===== src/rtl/arb2_4_pkg.sv =====
// ---------------------------------------------------------------------------
// arb2_4_pkg
//   Shared constants for the two-requester arbiter around mux2_4.
//   DATA_W   : datapath width (fixed at 4 by mux2_4)
//   word_t   : one datapath word
//   ST_*     : FSM state encodings (IDLE=0, OWN_A=1, OWN_B=2)
// ---------------------------------------------------------------------------
package arb2_4_pkg;

    localparam int DATA_W = 4;

    typedef logic [DATA_W-1:0] word_t;

    localparam logic [1:0] ST_IDLE  = 2'd0;
    localparam logic [1:0] ST_OWN_A = 2'd1;
    localparam logic [1:0] ST_OWN_B = 2'd2;

endpackage : arb2_4_pkg


===== src/rtl/arb2_4_mux2_4.sv =====
// ---------------------------------------------------------------------------
// mux2_4
//   4-bit two-input multiplexer; the shared datapath arbitrated by arb2_4.
//   out : selected word
//   a   : word returned when s = 0
//   b   : word returned when s = 1
//   s   : select
// ---------------------------------------------------------------------------
module mux2_4
    import arb2_4_pkg::*;
(
    output word_t out,
    input  word_t a,
    input  word_t b,
    input  logic  s
);

    assign out = s ? b : a;

endmodule : mux2_4


===== src/rtl/arb2_4.sv =====
// ---------------------------------------------------------------------------
// arb2_4
//   Round-robin arbiter and sequencer for two requesters sharing mux2_4.
//   The owner's word is registered onto o_bus_out with o_bus_valid. An owner
//   is forced off after HOLD_MAX consecutive cycles while the other side is
//   requesting, so neither side can starve the other.
//
//   i_clk        : clock, rising edge
//   i_reset      : synchronous active-high reset
//   i_req_a/b    : level request, held until done
//   i_done_a/b   : release pulse, only honoured from the current owner
//   i_data_a/b   : requester words
//   o_gnt_a/b    : registered grants, never both high
//   o_sel        : registered mux select (0 = A, 1 = B), held while idle
//   o_bus_out    : registered mux output
//   o_bus_valid  : o_bus_out carries a word captured from the owner
// ---------------------------------------------------------------------------
module arb2_4
    import arb2_4_pkg::*;
#(
    parameter int HOLD_MAX = 8,
    parameter int CNT_W    = 4
) (
    input  logic  i_clk,
    input  logic  i_reset,
    input  logic  i_req_a,
    input  logic  i_req_b,
    input  logic  i_done_a,
    input  logic  i_done_b,
    input  word_t i_data_a,
    input  word_t i_data_b,
    output logic  o_gnt_a,
    output logic  o_gnt_b,
    output logic  o_sel,
    output word_t o_bus_out,
    output logic  o_bus_valid
);

    localparam logic [CNT_W-1:0] HOLD_LAST = CNT_W'(HOLD_MAX - 1);

    logic [1:0]       r_state;
    logic             r_last_b;     // 1: B was the most recent owner
    logic [CNT_W-1:0] r_hold_cnt;
    logic             r_sel;
    word_t            r_bus_out;
    logic             r_bus_valid;

    logic       w_own_a;
    logic       w_own_b;
    logic       w_mine_req;
    logic       w_mine_done;
    logic       w_other_req;
    logic       w_release;
    logic [1:0] w_state_nxt;
    word_t      w_mux_out;

    mux2_4 u_mux (
        .out (w_mux_out),
        .a   (i_data_a),
        .b   (i_data_b),
        .s   (r_sel)
    );

    // NOTE: every signal assigned in this block gets a value before any
    // branch, so no path leaves one unassigned and no latch is inferred.
    always_comb begin
        w_own_a     = (r_state == ST_OWN_A);
        w_own_b     = (r_state == ST_OWN_B);
        // Fold both owner states onto "mine" / "other" so one release rule serves both.
        w_mine_req  = w_own_a ? i_req_a  : i_req_b;
        w_mine_done = w_own_a ? i_done_a : i_done_b;
        w_other_req = w_own_a ? i_req_b  : i_req_a;
        w_release   = (w_own_a || w_own_b) &&
                      (w_mine_done || !w_mine_req ||
                       ((r_hold_cnt == HOLD_LAST) && w_other_req));

        w_state_nxt = r_state;
        case (r_state)
            ST_IDLE: begin
                // On a tie the side that did not own last wins.
                if (i_req_a && (!i_req_b || r_last_b)) w_state_nxt = ST_OWN_A;
                else if (i_req_b)                      w_state_nxt = ST_OWN_B;
            end
            ST_OWN_A: if (w_release) w_state_nxt = i_req_b ? ST_OWN_B : ST_IDLE;
            ST_OWN_B: if (w_release) w_state_nxt = i_req_a ? ST_OWN_A : ST_IDLE;
            default:  w_state_nxt = ST_IDLE;
        endcase
    end

    // NOTE: state is updated with non-blocking assignments so every register
    // samples the pre-edge values, independent of statement order.
    always_ff @(posedge i_clk) begin
        if (i_reset) begin
            r_state     <= ST_IDLE;
            r_last_b    <= 1'b1;
            r_hold_cnt  <= '0;
            r_sel       <= 1'b0;
            r_bus_out   <= '0;
            r_bus_valid <= 1'b0;
        end else begin
            r_state     <= w_state_nxt;
            r_bus_out   <= w_mux_out;
            r_bus_valid <= w_own_a || w_own_b;

            if (w_release) r_last_b <= w_own_b;

            // Count only while keeping ownership; saturate at the release
            // threshold so a long solo owner yields on the first competing request.
            if ((w_state_nxt == r_state) && (r_state != ST_IDLE)) begin
                if (r_hold_cnt != HOLD_LAST) r_hold_cnt <= r_hold_cnt + 1'b1;
            end else begin
                r_hold_cnt <= '0;
            end

            if (w_state_nxt == ST_OWN_A)      r_sel <= 1'b0;
            else if (w_state_nxt == ST_OWN_B) r_sel <= 1'b1;
        end
    end

    assign o_gnt_a     = (r_state == ST_OWN_A);
    assign o_gnt_b     = (r_state == ST_OWN_B);
    assign o_sel       = r_sel;
    assign o_bus_out   = r_bus_out;
    assign o_bus_valid = r_bus_valid;

endmodule : arb2_4

===== config.mk =====
export PLATFORM = sky130hd
export DESIGN_NAME = arb2_4
export DESIGN_NICKNAME = d
export VERILOG_FILES = /design/src/rtl/arb2_4_pkg.sv /design/src/rtl/arb2_4_mux2_4.sv /design/src/rtl/arb2_4.sv
export SDC_FILE = /design/constraint.sdc
export NUM_CORES = 1
export LEC_CHECK = 0
export CAP_MARGIN = 20
export CORE_UTILIZATION = 59
export DETAILED_ROUTE_END_ITERATION = 10
export DONT_BUFFER_PORTS = 1
export PLACE_DENSITY = 0.8
export SLEW_MARGIN = 20
export SYNTH_ARGS = -nofsm -noshare
export SYNTH_HDL_FRONTEND = slang
export SYNTH_SLANG_ARGS = --single-unit

===== constraint.sdc =====
create_clock -name i_clk -period 2.5 [get_ports i_clk]
set_input_delay 0.625 -clock i_clk [delete_from_list [all_inputs] [get_ports i_clk]]
set_output_delay 0.625 -clock i_clk [all_outputs]
set_load 0.01 [all_outputs]

==> impl_metrics.ini, run 1 <==
[finish]
syn_to_final_growth_pct = 4.96
final_common_cell = dfxtp_1
final_cell_mix = dfxtp_1 (13), nand2_1 (7), nor2_1 (6)
fin_area_um2 = 873
drive_gt1_share_pct = 17.8
fin_nets = 110
diodes = 0

[power]
switching_share_pct = 40.5
sequentialPowerShare_pct = 39.8
cellPowerDensity_nw_per_um2 = 848
p_comb_share_pct = 43.4
leakage_nw = 0.308
clkPwrFrac_pct = 16.8
internal-power_mw = 0.441
ir_drop_uv = 502
p_sw_mw = 0.300

[route]
drtPass1Iterations = 7
post-route-drc-count = 2
drtAntennaViolNets = 0
dr_total_vias = 701
vias_per_cell = 6.68
wl_per_cell_um = 16.1
drt_wl_total_mm = 1.69
drt-initial-drc-count = 31

[status]
violations = DRC
status = finished, violations left

[die]
die_area_um2 = 1560
initial_core_util_pct = 63.9
pin_count = 22
design.core.area_um2 = 1300
std_cell_rows = 13
die_x_um = 39.6
fp.dieH_um = 39.6

[sta]
min_period_ps = 2210
setup_violations = 0
max_freq_mhz = 452
fin_crit_sh_pct = 88.4
drv_slew = 0
clock_skew_ps = 2.12
slew_headroom_pct = 65.8
rsz0062_at_grt = false
final_hold_viol_count = 0
setup_tns_ps = 0
tightest_slew_ps = 508

[synthesis]
synth_fp_nets = 107
ys.flop_type = dfxtp_1
synth_cells = 88
synth_seq_cells = 13
synth_area_um2 = 832
synth_edf_count = 0
ys_seq_area_share_pct = 31.3
ys_warn_count = 0
synth.distinct_cells = 39
ys_async_sr_fraction_pct = 0
syn_area_per_cell_um2 = 9.46

[placed_design]
portBuffers = 0
dpl.hpwl_mm = 1.36
gp_congestion = 0.909
dpl_cell_area_um2 = 847

[grt]
grt_most_used_layer = met2
gr-total-overflow = 0
antenna_found_initial = 0
grt.met2_usage_pct = 37.7
grt_util_met3_pct = 7.95
grt_max_degree = 12
grt_pass1_vias = 590
grt_usage_pct = 23.8
grtUsageMet1_pct = 30.3
grt_pass1_wl_mm = 2.48

[worst_setup_path]
r2r_start = r_state[1]
endpoint_kind = flip-flop
cp.required_ps = 2640
rrSetupSlack_ps = 290
slowest_stage = dfxtp_1
cp-startpoint = r_state[1]
worstSetupStartpointType = flip-flop
crit_fanout = 7
critPathKind = reg2reg
crit_chain = inv_1 > ha_1 > or3b_4 > a2bb2oi_2 > o2bb2ai_1 > o311ai_4 > nor4_1
max_stage_delay_ps = 450
critical_path_arrival_ps = 2350

[clocking]
post_cts_buffers = 0
post_cts_resized = 0
cts_made_buffers = 3
root_buffer = clkbuf_4
ctsHoldBuffers = 0
ctsHtreeMaxLevel = 1
cts_tree = done
clock_tree.buffer_depth = 2
clkSinkCount = 13
clock_latency_ps = 270
clkTransAtPathRegs_ps = 70

[flow_run]
drv_cap = 0

[min_path]
min_path_type = in2reg
hp-start = i_reset
per-layer routing:
layer	vias to the layer above	routed length, um
met5	-	0
met4	0	34
met3	8	133
met2	35	809
met1	326	711
li1	332	-
final cells by class:
| class | count | area (um^2) |
|---|---|---|
| multi-input combinational | 66 | 534 |
| fill | 107 | 428 |
| sequential | 13 | 260 |
| clock buffer | 4 | 26.3 |
| inverter | 5 | 18.8 |
| tap | 15 | 18.8 |
| timing repair buffer | 2 | 15.0 |
critical path, delay by kind of cell (launching register included):
kind | cells | cell delay, ps
AOI/OAI and AO/OA | 3 | 760
and+or+nand+nor | 2 | 490
DFF | 1 | 450
adders and majority gates | 1 | 250
buffers and inverters | 1 | 140
kinds of logic after synthesis:
logic type | synth area share [%]
xor gates and xnor gates | 1.05
muxes | 6.02
AOI/OAI and AO/OA | 28.6
and+or+nand+nor | 21.1
buffers and inverters | 4.51
adders and majority gates | 7.52
DFF | 31.3
stage by stage:
| step | worst slack [ps] | std cells | power (mW) | util (%) | hold slack, ps |
|---|---|---|---|---|---|
| 2_1_floorplan | 347 | 88 | 0.554 | - | 438 |
| 3_3_place_gp | 422 | 101 | 0.608 | 65.1 | 462 |
| 3_5_place_dp | 300 | 101 | 0.615 | 65.1 | 478 |
| 4_1_cts | 291 | 105 | 0.741 | 67.1 | 408 |
| 5_1_grt | 172 | 105 | 0.784 | 67.1 | 399 |
| 6_report | 290 | 105 | 0.740 | 67.1 | 420 |
flip-flops by register name, indices dropped and copies added (netlist names):
name / cells
r_last_b: 1
r_state: 2
o_bus_valid: 1
o_bus_out: 4
o_sel: 1
r_hold_cnt: 4
final timing paths:
kind | end | depth (start not counted)
worst min register to register | r_last_b | 2
worst max-delay path | r_hold_cnt[2] | 7
worst max register to register | r_hold_cnt[2] | 7
worst min-delay path | o_bus_out[0] | 1
power by group through the flow:
| stage | Combinational, mW | Clock, mW | Sequential [mW] |
|---|---|---|---|
| CTS | 0.318 | 0.128 | 0.294 |
| detailed placement | 0.316 | 0 | 0.299 |
| global route | 0.345 | 0.137 | 0.302 |
| floorplan | 0.273 | 0 | 0.281 |
| global placement | 0.311 | 0 | 0.298 |
| finish | 0.322 | 0.124 | 0.295 |
cells in the mapped netlist, types with 2 or more instances:
| cell type | instances | area, um^2 |
|---|---|---|
| mux2i_1 | 5 | 50.1 |
| o21ai_0 | 3 | 15.0 |
| nand2_1 | 7 | 26.3 |
| dfxtp_1 | 13 | 260 |
| ha_1 | 5 | 62.6 |
| nor2_1 | 6 | 22.5 |
| clkbuf_1 | 3 | 11.3 |
| nor4_1 | 3 | 18.8 |
| nor3_1 | 2 | 10.0 |
| nand3b_1 | 2 | 15.0 |
| a41oi_1 | 2 | 17.5 |
| nand3_1 | 5 | 25.0 |
| inv_1 | 5 | 18.8 |
| a21oi_1 | 2 | 10.0 |
(Power assumes the default switching activity.)
==> inputs of run 2 (changes only) <==
--- a/config.mk
+++ b/config.mk
@@ -9,6 +9,7 @@
 export CORE_UTILIZATION = 59
 export DETAILED_ROUTE_END_ITERATION = 10
 export DONT_BUFFER_PORTS = 1
+export GPL_ROUTABILITY_DRIVEN = 0
 export PLACE_DENSITY = 0.8
 export SLEW_MARGIN = 20
 export SYNTH_ARGS = -nofsm -noshare
==> constraint.sdc (replaced) <==
create_clock -name i_clk -period 2.36 [get_ports i_clk]
set_input_delay 0.59 -clock i_clk [delete_from_list [all_inputs] [get_ports i_clk]]
set_output_delay 0.59 -clock i_clk [all_outputs]
set_load 0.01 [all_outputs]
==> run 2 against run 1 <==
Compared with the run above: the flow now finishes without violations; sequential share of layout area down 0.25 points; sequential cell count unchanged; non-clock buffer count up 1; sequential power up 4%; combinational power up 10%.
==> impl_metrics.ini, run 2 (synthesis gave the netlist of run 1 again) <==
[die]
die_x_um = 39.6
design.core.area_um2 = 1300
pin_count = 22
fp.dieH_um = 39.6
std_cell_rows = 13
initial_core_util_pct = 63.9
die_area_um2 = 1560

[grt]
antenna_found_initial = 0
grt_max_degree = 12
grt_pass1_vias = 606
grt_usage_pct = 27.4
grt_pass1_wl_mm = 2.77
gr-total-overflow = 0

[sta]
max_freq_mhz = 464
clock_skew_ps = 2.35
fin_crit_sh_pct = 91.3
tightest_slew_ps = 536
setup_tns_ps = 0
setup_violations = 0
min_period_ps = 2150
rsz0062_at_grt = false
drv_slew = 0
hold_ws_ps = 364
final_hold_viol_count = 0
slew_headroom_pct = 63.9

[worst_setup_path]
cp.required_ps = 2520
rrSetupSlack_ps = 210
path_buf_inv = 0
endpoint_kind = flip-flop
rr_endpoint = r_hold_cnt[3]
critical_path_arrival_ps = 2310
cpLargestDelayFamily = compound AO/OA/AOI/OAI gates
r2r_start = r_state[0]
max_stage_delay_ps = 480
slowest_stage = dfxtp_1
crit_chain = ha_1 > mux2i_1 > a2bb2oi_2 > o2bb2ai_1 > o311ai_4 > nor4_1
reg2reg_depth = 6
crit_fanout = 8
worstSetupStartpointType = flip-flop
critPathKind = reg2reg

[min_path]
min_path_type = in2reg
whs_endpoint = o_bus_out[3]
hp-start = i_reset
hold-path-cell-count = 1

[finish]
final_cell_mix = dfxtp_1 (13), nand2_1 (7), nor2_1 (6)
fin_nets = 111
final_common_cell = dfxtp_1
diodes = 0
syn_to_final_growth_pct = 5.86
drive_gt1_share_pct = 18.7
nFillCells = 107

[clocking]
post_cts_resized = 0
clkTransAtPathRegs_ps = 80
post_cts_buffers = 0
root_buffer = clkbuf_4
ctsHoldBuffers = 0
ctsHtreeMaxLevel = 1
clock_tree.buffer_depth = 2
clock_latency_ps = 280
cts_made_buffers = 3
clkSinkCount = 13
cts_tree = done

[power]
internal-power_mw = 0.471
sequentialPowerShare_pct = 38.1
clkPwrFrac_pct = 18.0
switching_share_pct = 41.6
leakage_nw = 0.313
p_sw_mw = 0.336
p_total_mw = 0.808
ir_drop_uv = 415
p_comb_share_pct = 43.9
cellPowerDensity_nw_per_um2 = 917

[placed_design]
dpl.hpwl_mm = 1.38
portBuffers = 0

[flow_run]
drv_cap = 0

[route]
wl_per_cell_um = 17.7
dr_total_vias = 718
drt_wl_total_mm = 1.87
drtPass1Iterations = 4
post-route-drc-count = 0
drtAntennaViolNets = 0
drt-initial-drc-count = 16
vias_per_cell = 6.77

[status]
status = complete, no violations
## run 2: area by class of cell
class	count	area (um^2)	area share [%]
tap	15	18.8	2.13
clock buffer	4	26.3	2.98
sequential	13	260	29.5
timing repair buffer	3	22.5	2.56
inverter	5	18.8	2.13
multi-input combinational	66	534	60.7
## run 2: metal layers
| metal | share of wire, % | vias to the layer above | GRT usage [%] |
|---|---|---|---|
| met1 | 41 | 333 | 29.7 |
| met4 | 4.4 | 0 | 19.0 |
| met5 | 0 | - | 0 |
| li1 | - | 338 | - |
| met2 | 48 | 36 | 43.4 |
| met3 | 6.5 | 11 | 10.2 |
## run 2: power groups by stage
stage / clock [mW] / sequential [mW] / combinational, mW
6_report: 0.145 / 0.308 / 0.355
5_1_grt: 0.156 / 0.315 / 0.382
4_1_cts: 0.146 / 0.307 / 0.349
3_5_place_dp: 0 / 0.312 / 0.348
3_3_place_gp: 0 / 0.309 / 0.339
2_1_floorplan: 0 / 0.298 / 0.289
## run 2: metrics by stage
step                instances  util (%)  worst slack, ps  cell area, um^2
floorplan                  88         -              207              832
global placement          102      65.7              345              855
detailed placement        102      65.7              279              855
CTS                       106      67.7              250              881
global route              106      67.7             85.1              881
finish                    106      67.7              206              881
## run 2: worst max path at each step
stage,from,endpoint,slack [ps],depth (start not counted)
after floorplan,r_state[1],r_hold_cnt[0],210,8
after global routing,r_state[0],r_hold_cnt[3],90,6
after global placement,r_state[1],r_hold_cnt[3],340,7
after detailed placement,r_state[1],r_hold_cnt[3],280,7
after CTS,r_state[1],r_hold_cnt[3],250,7
final,r_state[0],r_hold_cnt[3],210,6
